`src/rtl/lcd_scene_scheduler_pkg.sv`:
```
// Shared types and constants for the LCD scene scheduler: FSM encoding,
// patient/counter index type and parameter defaults.
package lcd_scene_scheduler_pkg;

    localparam int DEF_NUM_PATIENTS = 8;
    localparam int DEF_DWELL_FRAMES = 4;

    typedef logic [3:0] idx_t;

    localparam logic [2:0] ST_IDLE      = 3'd0;
    localparam logic [2:0] ST_FETCH_ROM = 3'd1;
    localparam logic [2:0] ST_FETCH_RAM = 3'd2;
    localparam logic [2:0] ST_LATCH     = 3'd3;
    localparam logic [2:0] ST_SHOW      = 3'd4;

    // Wrapping increment; anything at or past the last index returns to 0.
    function automatic idx_t next_index(input idx_t cur, input idx_t last);
        return (cur >= last) ? '0 : cur + 4'd1;
    endfunction

endpackage

```
`src/rtl/lcd_scene_scheduler_scene_dwell_counter.sv`:
```
// Per-frame dwell counter: decides scene toggles and patient advances on
// each completed frame seen while the scheduler is showing a snapshot.
module scene_dwell_counter
    import lcd_scene_scheduler_pkg::*;
#(
    parameter int NUM_PATIENTS = DEF_NUM_PATIENTS,
    parameter int DWELL_FRAMES = DEF_DWELL_FRAMES
) (
    input  logic clk,
    input  logic reset,
    input  logic step,
    input  logic advance,
    input  logic hold,
    output logic scene,
    output idx_t patient,
    output idx_t count
);

    localparam idx_t LAST_PATIENT = idx_t'(NUM_PATIENTS - 1);
    localparam idx_t LAST_COUNT   = idx_t'(DWELL_FRAMES - 1);

    logic scene_q, scene_d;
    idx_t patient_q, patient_d;
    idx_t count_q, count_d;
    idx_t patient_next;

    always_comb begin
        scene_d      = scene_q;
        patient_d    = patient_q;
        count_d      = count_q;
        patient_next = next_index(patient_q, LAST_PATIENT);
        if (step) begin
            // A user advance overrides the dwell rule for this frame.
            if (advance) begin
                patient_d = patient_next;
                scene_d   = 1'b1;
                count_d   = '0;
            end else if (count_q >= LAST_COUNT) begin
                if (!hold) begin
                    count_d = '0;
                    scene_d = ~scene_q;
                    if (!scene_q) begin
                        patient_d = patient_next;
                    end
                end
            end else begin
                count_d = count_q + 4'd1;
            end
        end
    end

    always_ff @(posedge clk) begin
        if (reset) begin
            scene_q   <= 1'b1;
            patient_q <= '0;
            count_q   <= '0;
        end else begin
            scene_q   <= scene_d;
            patient_q <= patient_d;
            count_q   <= count_d;
        end
    end

    assign scene   = scene_q;
    assign patient = patient_q;
    assign count   = count_q;

endmodule

```
`src/rtl/lcd_scene_scheduler.sv`:
```
// Fetches a patient's ROM/RAM words and live pill timers into frame-stable
// shadow registers, then holds them for the LCD until each frame completes.
module lcd_scene_scheduler
    import lcd_scene_scheduler_pkg::*;
#(
    parameter int NUM_PATIENTS = DEF_NUM_PATIENTS,
    parameter int DWELL_FRAMES = DEF_DWELL_FRAMES
) (
    input  logic        clkOneMilliSecond,
    input  logic        reset,
    input  logic        frameDone,
    input  logic        patientNext,
    input  logic        holdScene,
    input  logic [27:0] romData,
    input  logic [27:0] ramData,
    input  logic [11:0] pillDurations,
    output logic [3:0]  romAddress,
    output logic [3:0]  ramAddress,
    output logic        ramReadEn,
    output logic [27:0] romContent,
    output logic [27:0] dataFromRAM,
    output logic [11:0] pill12And3Duration,
    output logic        monitorOrMissedScene,
    output logic        frameValid,
    output logic [2:0]  debug_state,
    output logic [3:0]  debug_dwell_count
);

    logic [2:0]  state_q, state_d;
    logic        frame_valid_q, frame_valid_d;
    logic [27:0] rom_content_q, rom_content_d;
    logic [27:0] ram_data_q, ram_data_d;
    logic [11:0] pill_q, pill_d;
    logic        pending_q, pending_d;
    logic        show_done;
    logic        scene;
    idx_t        patient;
    idx_t        dwell_count;

    // frameDone only counts while a snapshot is on display.
    assign show_done = (state_q == ST_SHOW) && frameDone;

    always_comb begin
        state_d       = state_q;
        frame_valid_d = frame_valid_q;
        rom_content_d = rom_content_q;
        ram_data_d    = ram_data_q;
        pill_d        = pill_q;
        case (state_q)
            ST_IDLE:      state_d = ST_FETCH_ROM;
            ST_FETCH_ROM: state_d = ST_FETCH_RAM;
            ST_FETCH_RAM: begin
                rom_content_d = romData;
                state_d       = ST_LATCH;
            end
            ST_LATCH: begin
                ram_data_d    = ramData;
                pill_d        = pillDurations;
                frame_valid_d = 1'b1;
                state_d       = ST_SHOW;
            end
            ST_SHOW: begin
                if (frameDone) begin
                    frame_valid_d = 1'b0;
                    state_d       = ST_FETCH_ROM;
                end
            end
            default: begin
                frame_valid_d = 1'b0;
                state_d       = ST_IDLE;
            end
        endcase
    end

    // Several patientNext pulses between frames collapse into one advance.
    assign pending_d = show_done ? 1'b0 : (pending_q | patientNext);

    always_ff @(posedge clkOneMilliSecond) begin
        if (reset) begin
            state_q       <= ST_IDLE;
            frame_valid_q <= 1'b0;
            rom_content_q <= '0;
            ram_data_q    <= '0;
            pill_q        <= '0;
            pending_q     <= 1'b0;
        end else begin
            state_q       <= state_d;
            frame_valid_q <= frame_valid_d;
            rom_content_q <= rom_content_d;
            ram_data_q    <= ram_data_d;
            pill_q        <= pill_d;
            pending_q     <= pending_d;
        end
    end

    scene_dwell_counter #(
        .NUM_PATIENTS (NUM_PATIENTS),
        .DWELL_FRAMES (DWELL_FRAMES)
    ) u_dwell (
        .clk     (clkOneMilliSecond),
        .reset   (reset),
        .step    (show_done),
        .advance (pending_q | patientNext),
        .hold    (holdScene),
        .scene   (scene),
        .patient (patient),
        .count   (dwell_count)
    );

    assign romAddress           = patient;
    assign ramAddress           = patient;
    assign ramReadEn            = (state_q == ST_FETCH_RAM);
    assign romContent           = rom_content_q;
    assign dataFromRAM          = ram_data_q;
    assign pill12And3Duration   = pill_q;
    assign monitorOrMissedScene = scene;
    assign frameValid           = frame_valid_q;
    assign debug_state          = state_q;
    assign debug_dwell_count    = dwell_count;

endmodule
```
`config.mk`:
```
export PLATFORM = sky130hd
export DESIGN_NAME = lcd_scene_scheduler
export DESIGN_NICKNAME = d
export VERILOG_FILES = /design/src/rtl/lcd_scene_scheduler_pkg.sv /design/src/rtl/lcd_scene_scheduler_scene_dwell_counter.sv /design/src/rtl/lcd_scene_scheduler.sv
export SDC_FILE = /design/constraint.sdc
export NUM_CORES = 1
export LEC_CHECK = 0
export CORE_ASPECT_RATIO = 1.75
export CORE_MARGIN = 4
export CORE_UTILIZATION = 23
export CTS_CLUSTER_DIAMETER = 120
export DETAILED_ROUTE_END_ITERATION = 7
export GPL_TIMING_DRIVEN = 1
export PLACE_DENSITY_LB_ADDON = 0.3
export SLEW_MARGIN = 25
export SYNTH_ARGS = -nofsm -noshare
export SYNTH_HDL_FRONTEND = slang
export SYNTH_SLANG_ARGS = --single-unit
```
`constraint.sdc`:
```
create_clock -name clkOneMilliSecond -period 1.7 [get_ports clkOneMilliSecond]
set_input_delay 0.17 -clock clkOneMilliSecond [delete_from_list [all_inputs] [get_ports clkOneMilliSecond]]
set_output_delay 0.17 -clock clkOneMilliSecond [all_outputs]
set_load 0.01 [all_outputs]
```
---- Word level (Yosys, flattened, before mapping) ----
Cells that the tools add are included.
W data, S select, Z words.
word-level totals
  flip-flop bits (word level) ............. 82
  bits in latches ......................... 0
  bits in writable memories ............... 0
  bits in read-only memories .............. 0
  input port bits ......................... 73
  output and inout port bits .............. 86
  word-level logic and storage cells ...... 48
  memories ................................ 0
cells by class
  $add $sub $neg .......................... 2
  $mul .................................... 0
  div/mod/pow operators ................... 0
  magnitude comparators ................... 2
  eq/ne operators ......................... 8
  shift-type cells ........................ 0
  mux-type cells .......................... 15
  bitwise operators ....................... 3
  reductions and logical operators ........ 9
operators with widths
  cell                   number
  $mux W4                8
  $pmux W3 S5            1
  $add A4 B1 Y4 const B  2
  $eq A3 B2 Y1 const B   2
  $ge A4 B2 Y1 const B   1
  $ge A4 B3 Y1 const B   1
  $mux W1                4
  $ne A2 B1 Y1 const B   2
  $reduce_and A2 Y1      2
  $reduce_and A4 Y1      1
  $eq A3 B1 Y1 const B   1
  $eq A3 B3 Y1 const B   1
  $logic_not A3 Y1       1
  $mux W3                1
  $ne A3 B2 Y1 const B   1
  $pmux W1 S3            1
  $reduce_and A3 Y1      1
  $reduce_or A3 Y1       1
  $ne A2 B2 Y1 const B   1
  $not A1 Y1             2
  $reduce_bool A2 Y1     1
  $reduce_or A2 Y1       1
  $logic_and A1 B1 Y1    1
  $or A1 B1 Y1           1

---- Depth between registers and ports, before layout ----
  depth in word-level cells ............... 6
  gate-level depth with buffers ........... 7
  depth with buffers taken out ............ 5

---- Hierarchy ----
From an unflattened synthesis, not the netlist that was laid out.
second synthesis, totals
  cells, all modules ...................... 374
  area total of the unflattened synthesis .. 3768.6 um^2
by module, submodules not included
  module               times used  cells each  area each (um^2)  sequential area each (um^2)
  lcd_scene_scheduler  1           322         3289.4            1461.4
  scene_dwell_counter  1           52          479.2             180.2

---- Worst setup path before layout ----
No wires, ideal clock.
  path kind ............................... reg-to-reg
  start ................................... register u_dwell.count_q[0] (netlist: u_dwell.count[0])
  end ..................................... register u_dwell.count_q[0] (netlist: u_dwell.count[0])
  setup time .............................. 70 ps
  data arrival time ....................... 1470 ps
  data required time ...................... 1630 ps
  slack ................................... 160 ps
  stages on the path, launching flop included .. 5
  path buffers ............................ 0
  period minus slack after synthesis ...... 1540 ps
  path through ............................ dfxtp_1 > ha_1 > or3_1 > or4_1 > a21oi_1
between the ends
  cells in the longest elaborated chain, start to end .. 3
  elaborated cells between the ends (all ways) .. 6
  classes of those cells .................. add/sub: 1; order compare: 1; eq/ne: 1; mux: 2; reduce/logical: 1
RTL lines
  what                                                           RTL line                                                                                      text
  start, declared                                                lcd_scene_scheduler_scene_dwell_counter.sv:24                                                 idx_t count_q, count_d;
  start signal, assigned                                         lcd_scene_scheduler_scene_dwell_counter.sv:60                                                 count_q <= count_d;
  $ge A4 B2 Y1 or $add A4 B1 Y4 (tied branches)                  lcd_scene_scheduler_scene_dwell_counter.sv:38, lcd_scene_scheduler_scene_dwell_counter.sv:47
  $ne A3 B2 Y1 (no source line) or $mux W4 (tied branches)       --
  $reduce_and A2 Y1 (no source line) or $mux W4 (tied branches)  --
Parallel ways exist; a longest one is shown, timed or not.
A chain may end at the register's enable or synchronous reset.

---- Worst setup path after layout ----
  start ................................... register state_q[1] (netlist: debug_state[1])
  end ..................................... output port ramReadEn
between the ends
  cells in the longest elaborated chain, start to end .. 1
RTL lines
  what                    RTL line                    text
  start, declared         lcd_scene_scheduler.sv:29   logic [2:0] state_q, state_d;
  start signal, assigned  lcd_scene_scheduler.sv:87   state_q <= state_d;
  $eq A3 B2 Y1            lcd_scene_scheduler.sv:112  assign ramReadEn = (state_q == ST_FETCH_RAM);
  end, declared           lcd_scene_scheduler.sv:19   output logic ramReadEn,
No other way between the ends.

==> results.cfg <==
[floorplanning]
die-width_microns = 94.4
start_util_pct = 23.3
dieArea_sq_um = 15000
coreArea_sq_um = 12900
io_pins = 159
die_y_microns = 159
fp-row-count = 55

[route]
ant_nets = 0
initialDrtViolationCount = 113
drtPass1Iterations = 4
drt-vias-per-instance = 4.30
routed_wl_microns = 9370
wl_per_cell_microns = 13.4
drc = 0
num_vias = 3017

[final_layout]
nets = 601
fill_cells = 1326
drive_gt1_share_pct = 6.42
areaGrowthSynthToFinish_pct = 69.2
num_antenna_cells = 0

[placement]
hpwl_microns = 6840
numPortBuffers = 158
place_congestion = 0.736
dpl_worst_slack_ps = -5.35

[logic_synthesis]
synth_nets = 450
ys_types = 29
yosys.area_share.xor_xnor_pct = 0.292
synth_mux_area_share_pct = 0
syn_inst = 375
synth_area_sq_um = 3000
synth_top_family_by_area = simple AND/OR/NAND/NOR gates
synth_simple_gate_area_share_pct = 23.4
syn_area_per_cell_sq_um = 8.00
synth_seq_cells = 82
ys_seq_area_share_pct = 54.7
ys_warn_count = 0
synthAdderAreaFrac_pct = 0.834
synth_compound_area_share_pct = 15.2

[critical_path]
cp.required_ps = 1530
crit_start = debug_state[1]
path_class = flop to output port
rr_startpoint = u_dwell.count[0]
rrSetupSlack_ps = 130
crit_fanout = 3
arrival_ps = 1450
start_kind = flop
end_kind = output port

[global_route]
grt_max_degree = 60
grt_pass1_wl_microns = 14900
antenna_found_initial = 0
grt_pass1_vias = 3017
grt_overflow_total = 0
grt.total_usage_pct = 12.6

[cts]
holdBufCountCts = 0
cts_resized = 1
htree_levels = 3
path_clk_slew_ps = 60
numCtsBuffers = 9
clkLatencyLatePin_ps = 330
clk_path_buf_depth = 2
cts_sinks = 82
root_buffer = clkbuf_16
cts_setup_buffers = 0
tritoncts = yes

[sta]
worst_slew_pin_slew_ps = 322
skew_ps = 6.02
fin_crit_ps = 1620
worst_slack_ps = 82.0
rsz0062_at_grt = no
period_share_pct = 95.2
fmax_mhz = 618
timing.hold.ws_ps = 226
finalHoldViolations = 0
drv_slew = 0
maxSlewHeadroom_pct = 78.2
finalSetupViolations = 0

[hold_path]
hp-class = input port to flop
worstHoldStart = reset

[job]
maxCapViolCount = 0

[power]
ir_drop_v = 0.000483
p_per_area_nw_per_um2 = 936
power.total_uw = 4750
p_leak_uw = 0.00175

[status]
status = complete, no violations
## per-stage QoR
step	setup TNS, ps	instance area, sq um	cells	utilization (%)
6_report	0	5080	701	39.5
3_3_place_gp	0	4770	686	37.1
2_1_floorplan	0	3000	375	-
3_5_place_dp	-10.4	4770	686	37.1
4_1_cts	0	5080	701	39.5
5_1_grt	0	5080	701	39.5
## path summary, 6_finish.rpt
check                                         to  cells after the start
worst max-delay path                   ramReadEn                      4
worst min register to register   dataFromRAM[21]                      2
worst min-delay path              dataFromRAM[7]                      2
worst max register to register  u_dwell.count[0]                      4
## where the power goes
part	internal, uW	total (uW)	leakage (uW)	switching [uW]
Combinational	379	674	0.000945	296
Clock	1280	2030	0.000145	751
Sequential	2010	2050	0.000665	41.6
Total	3660	4750	0.00175	1090
## cells by family (layout without fill, tap and decap cells)
logic type	after synthesis	after routing
and+or+nand+nor	168	168
AOI/OAI and AO/OA	88	88
DFF	82	82
buffers and inverters	34	189
adders and majority gates	2	2
xor gates and xnor gates	1	1
## final cells by class
| class | instances | area (sq um) | area share [%] |
|---|---|---|---|
| clock buffers | 10 | 229 | 4.51 |
| repair buffers | 169 | 1700 | 33.4 |
| well taps | 171 | 214 | 4.21 |
| inverters | 5 | 18.8 | 0.370 |
| multi-input cells | 259 | 1200 | 23.6 |
| clock inverters | 5 | 80.1 | 1.58 |
| flip-flops and latches | 82 | 1640 | 32.3 |
## cells in the mapped netlist, drive strengths merged
master | number | area (sq um)
nand2 | 141 | 529
dfxtp | 82 | 1640
a21oi | 77 | 385
clkbuf | 18 | 67.6
buf | 11 | 80.1
o21ai | 8 | 47.5
inv | 5 | 18.8
nor3 | 5 | 30.0
nor2 | 4 | 15.0
and3 | 3 | 18.8
nand3 | 3 | 15.0
or3 | 3 | 18.8
ha | 2 | 25.0
nand4 | 2 | 12.5
nor4b | 2 | 17.5
or4 | 2 | 15.0
a211oi | 1 | 7.51
a21boi | 1 | 7.51
and4bb | 1 | 16.3
o311ai | 1 | 8.76
or2 | 1 | 6.26
or3b | 1 | 8.76
xnor2 | 1 | 8.76
## layer usage
layer / track usage [%] / vias to the layer above / wire length, microns
met5: 0 / - / 0
met4: 5.79 / 0 / 201
met3: 3.78 / 10 / 730
met2: 23.2 / 100 / 5050
met1: 12.4 / 1380 / 3390
li1: - / 1527 / -
## state kept, by name (all words and copies together) (netlist names)
signal	count
dataFromRAM	28
romContent	28
pill12And3Duration	12
u_dwell.count	4
u_dwell.patient	4
debug_state	3
frameValid	1
pending_q	1
u_dwell.scene	1
## worst max-delay path: stages (launching register included)
cell	delay, ps
dfxtp_1	330
inv_1	60
or3_1	380
inv_2	80
dlygate4sd2_1	270
## layout by cell type, fill, tap and decap left out, drive strengths merged, types with 2 or more instances in the layout
cell,synthesis,final
a21oi,77,77
and3,3,3
buf,11,12
bufinv,0,2
clkbuf,18,10
clkdlybuf4s50,0,156
clkinvlp,0,2
dfxtp,82,82
ha,2,2
inv,5,5
nand2,141,141
nand3,3,3
nand4,2,2
nor2,4,4
nor3,5,5
nor4b,2,2
o21ai,8,8
or3,3,3
or4,2,2
Note: power is estimated with default switching activity, not from simulation.
